--- src/rtl/common_dffram_arb2_pkg.sv ---
// Shared types for the two-requester DFF RAM access controller.
package common_dffram_arb2_pkg;

  typedef enum logic [0:0] {
    ST_INIT = 1'b0,
    ST_RUN  = 1'b1
  } state_e;

  localparam int unsigned NUM_REQ = 2;

  // Round-robin pointer after a grant: favour the requester that did not win.
  function automatic logic rr_next(input logic [NUM_REQ-1:0] grant);
    return grant[0];
  endfunction

endpackage

--- src/rtl/common_rrarb2.sv ---
// Two-way round-robin arbiter; the pointer advances only on an accepted grant.
module common_rrarb2
  import common_dffram_arb2_pkg::*;
(
  input  logic               clk,
  input  logic               reset,
  input  logic [NUM_REQ-1:0] valid,
  input  logic               accept,
  output logic [NUM_REQ-1:0] grant
);

  logic rr_ptr_q;

  // A lone requester always wins; contention is settled by the pointer.
  always_comb begin
    grant = '0;
    case (valid)
      2'b01:   grant = 2'b01;
      2'b10:   grant = 2'b10;
      2'b11:   grant = rr_ptr_q ? 2'b10 : 2'b01;
      default: grant = '0;
    endcase
  end

  always_ff @(posedge clk or negedge reset) begin
    if (!reset) begin
      rr_ptr_q <= 1'b0;
    end else if (accept && (|grant)) begin
      rr_ptr_q <= rr_next(grant);
    end
  end

endmodule

--- src/rtl/common_dffram_arb2.sv ---
// Single-port DFF RAM controller: walks the RAM to INIT_VALUE, then shares
// the port between two valid/ready requesters with round-robin arbitration.
module common_dffram_arb2
  import common_dffram_arb2_pkg::*;
#(
  parameter int unsigned           DATA_WIDTH    = 8,
  parameter int unsigned           ADDR_WIDTH    = 4,
  parameter bit                    INIT_ON_RESET = 1'b1,
  parameter logic [DATA_WIDTH-1:0] INIT_VALUE    = '0
) (
  input  logic                  clk,
  input  logic                  reset,
  input  logic                  init_req,
  output logic                  init_busy,
  input  logic                  req0_valid,
  output logic                  req0_ready,
  input  logic                  req0_we,
  input  logic [ADDR_WIDTH-1:0] req0_addr,
  input  logic [DATA_WIDTH-1:0] req0_din,
  input  logic                  req1_valid,
  output logic                  req1_ready,
  input  logic                  req1_we,
  input  logic [ADDR_WIDTH-1:0] req1_addr,
  input  logic [DATA_WIDTH-1:0] req1_din,
  output logic                  resp0_valid,
  output logic [DATA_WIDTH-1:0] resp0_dout,
  output logic                  resp1_valid,
  output logic [DATA_WIDTH-1:0] resp1_dout,
  output logic [ADDR_WIDTH-1:0] ram_addr,
  output logic                  ram_en,
  output logic                  ram_we,
  output logic [DATA_WIDTH-1:0] ram_din,
  input  logic [DATA_WIDTH-1:0] ram_dout
);

  localparam int unsigned DEPTH       = 1 << ADDR_WIDTH;
  localparam state_e      RESET_STATE = INIT_ON_RESET ? ST_INIT : ST_RUN;

  state_e                state_q, state_d;
  logic [ADDR_WIDTH-1:0] cnt_q, cnt_d;
  logic [NUM_REQ-1:0]    grant;
  logic                  run;
  logic                  cnt_last;
  logic                  rd0_hs, rd1_hs;

  assign run       = (state_q == ST_RUN);
  assign init_busy = (state_q == ST_INIT);
  assign cnt_last  = (cnt_q == ADDR_WIDTH'(DEPTH - 1));

  common_rrarb2 u_arb (
    .clk    (clk),
    .reset  (reset),
    .valid  ({req1_valid, req0_valid}),
    .accept (run),
    .grant  (grant)
  );

  assign req0_ready = run & grant[0];
  assign req1_ready = run & grant[1];
  assign rd0_hs     = req0_ready & ~req0_we;
  assign rd1_hs     = req1_ready & ~req1_we;

  always_ff @(posedge clk or negedge reset) begin
    if (!reset) begin
      state_q <= RESET_STATE;
      cnt_q   <= '0;
    end else begin
      state_q <= state_d;
      cnt_q   <= cnt_d;
    end
  end

  // init_req wins over the walk; a handshake in the same cycle is unaffected
  // because ready is decoded from the registered state.
  always_comb begin
    state_d = state_q;
    cnt_d   = cnt_q;
    case (state_q)
      ST_INIT: begin
        cnt_d = cnt_q + ADDR_WIDTH'(1);
        if (cnt_last) begin
          state_d = ST_RUN;
          cnt_d   = '0;
        end
      end
      ST_RUN:  state_d = ST_RUN;
      default: state_d = RESET_STATE;
    endcase
    if (init_req) begin
      state_d = ST_INIT;
      cnt_d   = '0;
    end
  end

  // RAM port mux: init walker, then the arbitration winner.
  always_comb begin
    ram_en   = 1'b0;
    ram_we   = 1'b0;
    ram_addr = '0;
    ram_din  = '0;
    if (init_busy) begin
      ram_en   = 1'b1;
      ram_we   = 1'b1;
      ram_addr = cnt_q;
      ram_din  = INIT_VALUE;
    end else if (req1_ready) begin
      ram_en   = 1'b1;
      ram_we   = req1_we;
      ram_addr = req1_addr;
      ram_din  = req1_din;
    end else if (req0_ready) begin
      ram_en   = 1'b1;
      ram_we   = req0_we;
      ram_addr = req0_addr;
      ram_din  = req0_din;
    end
  end

  // Read data is captured at the handshake edge since the RAM reads asynchronously.
  always_ff @(posedge clk or negedge reset) begin
    if (!reset) begin
      resp0_valid <= 1'b0;
      resp1_valid <= 1'b0;
      resp0_dout  <= '0;
      resp1_dout  <= '0;
    end else begin
      resp0_valid <= rd0_hs;
      resp1_valid <= rd1_hs;
      if (rd0_hs) begin
        resp0_dout <= ram_dout;
      end
      if (rd1_hs) begin
        resp1_dout <= ram_dout;
      end
    end
  end

endmodule

--- config.mk ---
export PLATFORM = sky130hd
export DESIGN_NAME = common_dffram_arb2
export DESIGN_NICKNAME = d
export VERILOG_FILES = /design/src/rtl/common_dffram_arb2_pkg.sv /design/src/rtl/common_rrarb2.sv /design/src/rtl/common_dffram_arb2.sv
export SDC_FILE = /design/constraint.sdc
export NUM_CORES = 1
export LEC_CHECK = 0
export CAP_MARGIN = 20
export CORE_MARGIN = 1
export CORE_UTILIZATION = 36
export CTS_CLUSTER_SIZE = 20
export DETAILED_ROUTE_END_ITERATION = 12
export PLACE_DENSITY = 0.79
export SLEW_MARGIN = 30
export SYNTH_ARGS = -nofsm -noshare
export SYNTH_HDL_FRONTEND = slang
export SYNTH_HIERARCHICAL = 1
export SYNTH_SLANG_ARGS = --single-unit
--- constraint.sdc ---
create_clock -name clk -period 2 [get_ports clk]
set_clock_uncertainty 0.05 [all_clocks]
set_input_delay 0.2 -clock clk [delete_from_list [all_inputs] [get_ports clk]]
set_output_delay 0.2 -clock clk [all_outputs]
set_load 0.03 [all_outputs]
; ---- Word-level counts from Yosys, hierarchy flattened
; Cells that the tools add are included.
[word_totals]
register_bits = 24
latch_bits = 0
ramBits = 0
rom_bits = 0
out_inout_bits = 35
word_cells = 42
memories = 0
[op_classes]
add_sub_neg = 1
mul = 0
div = 0
magnitude_cmp = 0
eq_ne = 5
n_shift = 0
muxes = 20
bitwise_logic = 7
n_reduce_logical = 2
[ops]
columns = op, n
row1 = 4-bit two-way mux, 6
row2 = 8-bit two-way mux, 3
row3 = 1-bit two-way mux, 8
row4 = 2-bit one-hot mux with 3 select lines, 1
row5 = "4-bit by 1-bit adder with 4-bit output, second input constant", 1
row6 = 1-bit bitwise AND, 4
row7 = "2-bit == test, second input constant", 2
row8 = "4-bit == test, second input constant", 1
row9 = 1-bit NOT, 3
row10 = "2-bit by 1-bit == test with 1-bit output, second input constant", 1
row11 = 2-bit two-way mux, 1
row12 = "2-bit != test, second input constant", 1
row13 = 1-bit one-hot mux with 2 select lines, 1
row14 = 2-bit OR reduction, 1
row15 = 1-bit logical AND, 1

; ---- Longest topological paths before layout
[logic_depth]
ltp_word = 6
mapped_depth = 6
depth_no_buf = 5

; ---- Modules after synthesis
; The synthesis kept the hierarchy.
[by_module_without_submodules]
columns = mod, n_inst, cells_each, area_per_inst_um2, seq_area_each_um2
row1 = common_dffram_arb2, 1, 100, 1142.3, 575.6
row2 = common_rrarb2, 1, 6, 55.1, 25.0

; ---- Worst setup path after synthesis
; No wires, ideal clock.
[synth_path]
path_type = register to output
from = reg u_arb.rr_ptr_q
to = out ram_addr[2]
arrival_ns = 1.804
required_ns = 1.750
path_slack_ns = -0.054
stages_incl_launch_ff = 6
path_buffers = 1
path_cell_list = dfrtp_1 -> inv_1 -> a21boi_1 -> clkbuf_1 -> a21oi_1 -> o21ai_0
[synth_via]
elab_cells_between_ends = 7
classes_between = mux (5) / bitwise (2)
[synth_lines]
columns = element, line_no
row1 = from (decl), common_rrarb2.sv:12  ; logic rr_ptr_q;
row2 = from (signal assigned), common_rrarb2.sv:29  ; rr_ptr_q <= rr_next(grant);
row3 = 2-bit two-way mux, common_rrarb2.sv:20  ; 2'b11: grant = rr_ptr_q ? 2'b10 : 2'b01;
row4 = 2-bit one-hot mux with 3 select lines, common_rrarb2.sv:17  ; case (valid)
row5 = net grant[1], common_dffram_arb2.sv:41  ; logic [NUM_REQ-1:0] grant;
row6 = 1-bit bitwise AND, common_dffram_arb2.sv:59  ; assign req1_ready = run & grant[1];
row7 = 4-bit two-way mux, common_dffram_arb2.sv:106  ; end else if (req1_ready) begin
row8 = 4-bit two-way mux, common_dffram_arb2.sv:101  ; if (init_busy) begin
row9 = to (decl), common_dffram_arb2.sv:29  ; output logic [ADDR_WIDTH-1:0] ram_addr,
; The timed path passes the listed nets, and every way through them passes these cells.

; ---- Worst setup path after layout
[layout_path]
from = in req1_valid
to = out ram_addr[0]
[layout_via]
elab_cells_between_ends = 9
classes_between = eq/ne (3) / mux (4) / bitwise (2)
[layout_lines]
columns = element, line_no
row1 = from (decl), common_dffram_arb2.sv:20  ; input logic req1_valid,
row2 = 2-bit == test / 2-bit by 1-bit == test with 1-bit output (equally long branches), common_rrarb2.sv:17
row3 = 2-bit one-hot mux with 3 select lines (*), common_rrarb2.sv:17
row4 = net grant[1], common_dffram_arb2.sv:41
row5 = 1-bit bitwise AND (*), common_dffram_arb2.sv:59
row6 = 4-bit two-way mux (*), common_dffram_arb2.sv:106
row7 = 4-bit two-way mux (*), common_dffram_arb2.sv:101
; Mark *: on every way through the listed nets, which the timed path passes. The rest lies on a longest branch.

==> results.cfg <==
[outcome]
status = finished, final reports clean

[routing]
drc = 0
postRouteAntennaNets = 0
routed_wl_mm = 3.31
drtIter0Drc = 16
viasPerCell = 4.92
vias = 1147
drt-pass1-iter-count = 4
wire_per_inst_um = 14.2

[yosys]
synth_edf_count = 0
syn_nets = 146
yosysTopAreaCell = dfrtp_1
yosysMostFrequentCell = dfrtp_1
synthArstFlopShare_pct = 100
synth_flop_cell = dfrtp_1
synth_area_per_cell_um2 = 11.3
synth.top_cell.area_share_pct = 50.2
synth_area_leaders = dfrtp_1 50%, mux2_4 10%, mux2_2 7.5%
ys_warn_count = 6
synthTopCellsByCount = 24 x dfrtp_1, 17 x nor2_1, 8 x a22oi_1, 8 x mux2_2, 8 x mux2_4
syn-instance-count = 106
ys_seq_elements = 24
syn-cell-area_um2 = 1200
ys_seq_area_share_pct = 50.2
yosysUniqueCellTypes = 29

[timing]
hold_violations = 0
finalSetupViolations = 0
period_share_pct = 98.7
rsz0062_at_grt = yes
slew_violations = 0
slew_headroom_pct = 72.4
worstMarginPinSlew_ns = 0.413
worst_slack_ns = 0.0253
max_clock_freq_mhz = 506
period_minus_slack_ns = 1.97
fin_hold_ws_ns = 0.192

[floorplanning]
die_area_um2 = 3560
ios = 74
die_h_um = 59.7
coreArea_um2 = 3100
num_rows = 20
die_w_um = 59.7
start_util_pct = 38.6

[layout]
antenna_cells = 0
drive_above_1_share_pct = 29.1
final_nets = 230
syn2layout_area_growth_pct = 78.3
n_fill_cell = 257
post-route-util_pct = 68.8

[grt]
grt_pass1_wl_mm = 5.03
track_usage_pct = 18.6
grt-ovfl-total = 0
grt_pass1_vias = 1156
antenna_found_initial = 0
grt_max_degree = 25

[place]
dp_slack_ns = -0.0214
place_congestion = 0.780
port_buffers = 73
dp_hpwl_mm = 2.54

[cts]
cts_hold_buf = 0
htreeDepth = 1
cts_buffers = 3
cts_sinks = 24
cts_tree = done
cts_root_buffer = clkbuf_4
clk_pin_slew_ns = 0.12
insertion_delay_ns = 0.30
clock_path_buffers = 2

[run]
cap_violations = 0

[critical_path]
critical_path_class = input pin to primary output
crit_path_max_fanout = 5
start_kind = input pin
cp-end-kind = primary output
critPathRequiredTime_ns = 1.75
cp_data_arrival_time_ns = 1.72

[hold_path]
holdCritPathClass = input pin to asynchronous set/reset pin

[pwr]
power_density_nw_per_um2 = 505
ir_drop_mv = 0.239
p_leak_nw = 0.996
[final timing paths]
path / startpoint / end / slack (ns) / cells past startpoint
setup / recovery: req1_valid / ram_addr[0] / 0.03 / 7
hold / removal: reset / cnt_q[2] / 0.19 / 2
setup reg to reg: u_arb/rr_ptr_q / resp0_dout[4] / 0.38 / 5
hold reg to reg: resp1_dout[0] / resp1_dout[0] / 0.47 / 1
max in group asynchronous: reset / resp1_valid / 1.48 / 2
min in group clk: resp1_dout[0] / resp1_dout[0] / 0.47 / 1
[cell type report]
class | instances | area, um^2 | share of cell area [%]
Clock buffer | 4 | 36.3 | 1.70
Inverter | 4 | 15.0 | 0.703
Multi-Input combinational cell | 72 | 593 | 27.8
Sequential cell | 24 | 601 | 28.1
Tap cell | 44 | 55.1 | 2.58
Timing Repair Buffer | 85 | 835 | 39.1
[cells by family (layout without fill, tap and decap cells)]
group                      after synthesis  in the layout  synth area share (%)
muxes                                   17             17                  18.4
DFF                                     24             24                  50.2
xor gates and xnor gates                 1              1                 0.732
buffers and inverters                   10             93                  4.49
AOI/OAI and AO/OA                       23             23                  13.2
adders and majority gates                1              1                  1.04
and+or+nand+nor                         30             30                  12.0
[per-stage QoR]
| stage | std cells | TNS, ns | total power [W] | cell area, um^2 |
|---|---|---|---|---|
| after floorplan | 106 | 0 | 0.000645 | 1200 |
| after global placement | 226 | 0 | 0.000803 | 2000 |
| after detailed placement | 226 | -0.0525 | 0.000809 | 2000 |
| after CTS | 230 | 0 | 0.00106 | 2040 |
| after global routing | 233 | -0.680 | 0.00114 | 2130 |
| final | 233 | 0 | 0.00108 | 2130 |
[worst max-delay path, cell delays in order]
cell	delay (ns)
clkdlybuf4s50_1	0.56
a21boi_4	0.27
nor2b_4	0.07
buf_4	0.16
a221oi_1	0.23
nor2_1	0.07
buf_4	0.17
[state kept, by name, indices dropped and copies added (netlist names)]
signal / flops
u_arb/rr_ptr_q: 1
resp0_dout: 8
resp0_valid: 1
run: 1
resp1_valid: 1
cnt_q: 4
resp1_dout: 8
[routing by layer]
metal / vias up / wire length [um] / track usage [%]
li1: 539 / - / -
met3: 6 / 271 / 4.55
met5: - / 0 / 0
met1: 539 / 1330 / 21.3
met2: 63 / 1680 / 34.6
met4: 0 / 31 / 3.99
[repair_timing]
item                       CTS  global route
buffers inserted             0             2
gates resized for setup      3            13
pin swaps                    0             4
setup endpoints to repair   10            13
cloned                       0             2
[power breakdown]
group / leakage (nW) / total, W / internal (W) / switching (W)
sequential: 0.325 / 0.000528 / 0.000509 / 0.0000186
clock: 0.0210 / 0.000242 / 0.000111 / 0.000131
combinational: 0.650 / 0.000309 / 0.000175 / 0.000134
[placed cells by master (no fill, tap or decap), types with 2 or more instances in the layout]
cell type        instances
buf_4                   22
or3_1                    2
a221oi_1                 2
and2_1                   2
mux2_4                   8
nand2b_1                 3
buf_12                   2
clkbuf_4                 3
dfrtp_1                 24
nor2_1                  17
mux2_2                   8
a22oi_2                  2
a22oi_1                  6
inv_1                    4
a21boi_4                 2
a21oi_1                  5
buf_6                    3
clkdlybuf4s50_1         57
Power figures use the tool's default switching activity.
